`config.mk`:
```
export PLATFORM = sky130hd
export DESIGN_NAME = tff_count_seq
export DESIGN_NICKNAME = d
export VERILOG_FILES = /design/src/rtl/tff_seq_pkg.sv /design/src/rtl/tff_cell.sv /design/src/rtl/tff_count_seq.sv
export SDC_FILE = /design/constraint.sdc
export NUM_CORES = 1
export LEC_CHECK = 0
export CAP_MARGIN = 15
export CORE_MARGIN = 2
export CORE_UTILIZATION = 50
export DETAILED_ROUTE_END_ITERATION = 10
export PLACE_DENSITY = 0.86
export SYNTH_ARGS = -nofsm -noshare
export SYNTH_HDL_FRONTEND = slang
export SYNTH_SLANG_ARGS = --single-unit
```
`constraint.sdc`:
```
create_clock -name clk -period 2.85 [get_ports clk]
set_input_delay 0.855 -clock clk [delete_from_list [all_inputs] [get_ports clk]]
set_output_delay 0.855 -clock clk [all_outputs]
set_load 0.05 [all_outputs]
```
`src/rtl/tff_seq_pkg.sv`:
```
// tff_seq_pkg: shared state encoding and direction constants for the TFF count sequencer.
package tff_seq_pkg;

    typedef enum logic [1:0] {
        ST_IDLE  = 2'd0,
        ST_CLEAR = 2'd1,
        ST_RUN   = 2'd2,
        ST_DONE  = 2'd3
    } state_t;

    localparam logic DIR_UP = 1'b1;
    localparam logic DIR_DN = 1'b0;

endpackage

```
`src/rtl/tff_cell.sv`:
```
// tff_cell: single T flip-flop with asynchronous active-low reset and complementary output.
module tff_cell (
    input  logic clk,
    input  logic rst_n,
    input  logic t,
    output logic q,
    output logic qb
);

    always_ff @(posedge clk or negedge rst_n) begin
        if (!rst_n) q <= 1'b0;
        else        q <= q ^ t;
    end

    assign qb = ~q;

endmodule

```
`src/rtl/tff_count_seq.sv`:
```
// tff_count_seq: start/busy/done sequencer driving a toggle-only TFF bank as an up/down counter.
// Define TFF_SEQ_WRAP_EN for periodic mode (wrap at end value, done pulses once per period).
module tff_count_seq
    import tff_seq_pkg::*;
#(
    parameter int WIDTH = 4
) (
    input  logic             clk,
    input  logic             rst_n,
    input  logic             start,
    input  logic             stop,
    input  logic             dir,
    input  logic [WIDTH-1:0] limit,
    output logic [WIDTH-1:0] t_en,
    output logic [WIDTH-1:0] q,
    output logic             busy,
    output logic             done
);

    state_t           state, state_nx;
    logic             dir_r;
    logic [WIDTH-1:0] lim_r, start_val, end_val, up_t, dn_t, qb;
    logic             accept, at_end;

    for (genvar i = 0; i < WIDTH; i++) begin : g_cell
        tff_cell u_cell (.clk(clk), .rst_n(rst_n), .t(t_en[i]), .q(q[i]), .qb(qb[i]));
    end

    // Bit i toggles when all lower bits are 1 (up) or all 0 (down).
    assign up_t[0] = 1'b1;
    assign dn_t[0] = 1'b1;
    for (genvar i = 1; i < WIDTH; i++) begin : g_tog
        assign up_t[i] = &q[i-1:0];
        assign dn_t[i] = &qb[i-1:0];
    end

    assign start_val = (dir_r == DIR_UP) ? '0 : lim_r;
    assign end_val   = (dir_r == DIR_UP) ? lim_r : '0;
    assign at_end    = (q == end_val);
    assign accept    = start && (state == ST_IDLE || state == ST_DONE);
    assign busy      = (state == ST_CLEAR) || (state == ST_RUN);

    always_ff @(posedge clk or negedge rst_n) begin
        if (!rst_n) begin
            state <= ST_IDLE;
            dir_r <= DIR_DN;
            lim_r <= '0;
        end else begin
            state <= state_nx;
            if (accept) begin
                dir_r <= dir;
                lim_r <= limit;
            end
        end
    end

    always_comb begin
        state_nx = state;
        t_en     = '0;
        case (state)
            ST_IDLE:  state_nx = start ? ST_CLEAR : ST_IDLE;
            ST_CLEAR: begin
                t_en     = q ^ start_val;
                state_nx = stop ? ST_IDLE : ST_RUN;
            end
            ST_RUN: begin
                if (stop) state_nx = ST_IDLE;
                else if (at_end) begin
`ifdef TFF_SEQ_WRAP_EN
                    t_en = q ^ start_val;
`else
                    state_nx = ST_DONE;
`endif
                end else t_en = (dir_r == DIR_UP) ? up_t : dn_t;
            end
            ST_DONE:  state_nx = start ? ST_CLEAR : ST_DONE;
            default:  state_nx = ST_IDLE;
        endcase
    end

`ifdef TFF_SEQ_WRAP_EN
    assign done = (state == ST_RUN) && !stop && at_end;
`else
    assign done = (state == ST_DONE);
`endif

endmodule

```
==> results.py <==
metrics = {
    "drt": {
        "drc": 0,
        "first_pass_iters": 3,
        "totalWireLength_mm": 2.02,
        "drt_iter0_drc": 7,
        "drt-wirelength-per-cell_um": 13.8,
        "num_vias": 826,
        "drtAntennaViolNets": 0,
        "viasPerCell": 5.66,
    },
    "power": {
        "pwr-share-comb": 0.678,
        "switching_share": 0.529,
        "seq_power_share": 0.239,
        "p_switching_mw": 0.734,
        "leakage_nw": 0.471,
        "clkPwrFrac": 0.083,
        "p_int_mw": 0.655,
        "irDropWorstVdd_uv": 852,
        "power_density_nw_per_um2": 1220,
    },
    "synthesis": {
        "ys_top_cells_by_count": "dfrtp_1 (11), buf_4 (9), a21oi_1 (7), nand2_1 (7), nor2_1 (6)",
        "synth_area_leaders": "dfrtp_1 (29%), buf_4 (7.1%), mux2_2 (5.9%), ha_1 (5.2%), a21oi_1 (3.7%)",
        "synth.most_common_cell": "dfrtp_1",
        "async_reset_ff_frac": 1.00,
        "netlist_instances": 111,
        "synth_edf_count": 0,
        "synth_top_area_share": 0.288,
        "ys_seq_elements": 11,
        "yosys_warnings": 0,
        "syn-num-nets": 124,
        "synth_area_um2": 955,
        "syn_avg_cell_area_um2": 8.60,
        "seq_area_frac_synth": 0.288,
        "yosysTopAreaCell": "dfrtp_1",
        "yosys_most_used_dff": "dfrtp_1",
        "ys_types": 34,
    },
    "global_route": {
        "antenna_found_initial": 0,
        "grt_overflow": 0,
        "grt_pass1_vias": 769,
        "grtUsageMet3": 0.0415,
        "use_met1": 0.296,
        "top_usage_layer": "met2",
        "grt_start_max_net_pins": 16,
        "grt_pass1_wl_mm": 3.49,
        "gr-usage-met2": 0.349,
        "grtUsageTotal": 0.220,
    },
    "critical_path": {
        "cp_max_fo": 8,
        "path_buf_inv": 2,
        "max_stage_delay_ns": 0.37,
        "arrival_ns": 1.89,
        "critical_path_required_ns": 2.00,
        "path_cells": "clkbuf_2, nand2b_4, a21oi_2, a22oi_2, o21a_1, nor2_1, buf_6",
        "cp-end-kind": "output port",
        "crit_type": "in -> out",
        "startpoint_type": "input port",
        "critPathTopFamily": "compound AO/OA/AOI/OAI gates",
        "crit_slowest_cell": "a22oi_2",
    },
    "cts": {
        "root_buffer": "clkbuf_4",
        "post_cts_buffers": 0,
        "cts_tree": "built",
        "cts_hold_buf": 0,
        "cts.sinks": 11,
        "clkSlewWorstSetupHoldPaths_ns": 0.08,
        "h-tree-depth": 1,
        "cts_buffer_depth": 2,
        "cts-buffers-inserted": 3,
        "clk_latency_ns": 0.28,
    },
    "die": {
        "initial_core_util": 0.541,
        "rows": 15,
        "ios": 19,
        "dieArea_um2": 2270,
        "coreArea_um2": 1760,
        "die_w_um": 47.7,
        "dieHeight_um": 47.7,
    },
    "sta": {
        "fin_crit_ns": 2.75,
        "fin_setup_tns_ns": 0,
        "min_period_over_period": 0.963,
        "rsz0062_at_grt": "no",
        "finalSetupViolCount": 0,
        "max_freq_mhz": 364,
        "worstMarginPinSlew_ns": 0.540,
        "relSlewSlack": 0.639,
        "finalMaxSlewViolations": 0,
        "fin_worst_skew_ns": 0.00744,
        "hold_viol": 0,
    },
    "cells_and_area": {
        "syn2layout_area_growth_pct": 19.1,
        "layout.nets": 135,
        "drive_above_1_share": 0.240,
        "n_antenna_cell": 0,
        "design_area_um2": 1140,
    },
    "flow_run": {
        "cap_violations": 0,
    },
    "outcome": {
        "outcome": "finished clean",
    },
    "placement": {
        "post-dp-hpwl_mm": 1.46,
        "port_buffers": 18,
        "placedInstanceArea_um2": 1080,
        "gp_congestion": 0.815,
    },
    "hold_path": {
        "hold_path_class": "reg -> reg",
    },
}
==> metrics by stage <==
step	setup WS, ns	power [mW]	hold WS, ns	util	cells
after floorplan	0.112	1.09	0.520	-	111
after global placement	-0.318	1.20	0.564	0.610	142
after detailed placement	-0.343	1.24	0.577	0.610	142
after CTS	0.00865	1.38	0.595	0.640	146
after global routing	0.00604	1.51	0.620	0.645	146
final	0.105	1.39	0.581	0.645	146
==> flip-flops by register name (all words and copies together) (netlist names) <==
| signal | cells |
|---|---|
| state | 2 |
| g_cell.u_cell.q | 4 |
| dir_r | 1 |
| lim_r | 4 |
==> layout by cell type (no fill, tap or decap), types with 4 or more instances in the layout <==
master,netlist,final
xnor2_1,4,4
nand2_1,7,7
inv_1,5,5
buf_4,9,4
dfrtp_1,11,7
nor4_1,4,4
dfrtp_2,0,4
a31oi_1,5,5
nor2_1,6,5
a21oi_1,7,5
nand3_1,4,4
clkdlybuf4s50_1,0,12
mux2_2,5,5
==> area by class of cell <==
cell class / instances / area, um2
Fill cell: 158 / 627
Multi-Input combinational cell: 80 / 578
Sequential cell: 11 / 280
Timing Repair Buffer: 21 / 201
Tap cell: 25 / 31.3
Clock buffer: 3 / 22.5
Inverter: 5 / 18.8
Clock inverter: 1 / 5.00
==> worst paths after layout <==
| kind | startpoint | end | slack [ns] | cells past startpoint |
|---|---|---|---|---|
| max | stop | t_en[2] | 0.10 | 7 |
| min | lim_r[0]$_DFFE_PN0P_ | lim_r[0]$_DFFE_PN0P_ | 0.58 | 1 |
| max reg2reg | g_cell[1].u_cell.q$_DFF_PN0_ | g_cell[3].u_cell.q$_DFF_PN0_ | 0.98 | 6 |
| min reg2reg | lim_r[0]$_DFFE_PN0P_ | lim_r[0]$_DFFE_PN0P_ | 0.58 | 1 |
| max in group asynchronous | rst_n | g_cell[3].u_cell.q$_DFF_PN0_ | 1.54 | 1 |
| min in group asynchronous | rst_n | state[1]$_DFFE_PN0P_ | 0.92 | 1 |
==> power by group through the flow <==
| stage | combinational [mW] | clock, mW | sequential (mW) |
|---|---|---|---|
| global placement | 0.877 | 0 | 0.324 |
| global route | 1.03 | 0.129 | 0.349 |
| finish | 0.942 | 0.116 | 0.331 |
| detailed placement | 0.906 | 0 | 0.331 |
| CTS | 0.933 | 0.117 | 0.327 |
| floorplan | 0.815 | 0 | 0.274 |
==> routing by layer <==
metal	vias to the layer above	wire length (um)	share of wire
met5	-	0	0
met4	0	23	0.011
met3	3	68	0.034
met2	14	998	0.49
met1	398	930	0.46
li1	411	-	-
==> what timing repair did <==
item	CTS	global route
gates resized for setup	8	8
pin swaps	5	2
endpoints found under the setup margin	4	5
==> kinds of logic (layout without fill, tap and decap cells) <==
group,after synthesis,count (layout),synth area share
AND/OR/NAND/NOR,39,39,0.229
adder cells (fa/ha/maj),4,4,0.0524
XOR/XNOR,7,7,0.0642
buffers and inverters,20,30,0.127
flip-flops,11,11,0.288
AO/OA/AOI/OAI,24,24,0.169
multiplexers,6,6,0.0695
No activity file was read; power rests on OpenSTA's default activity.
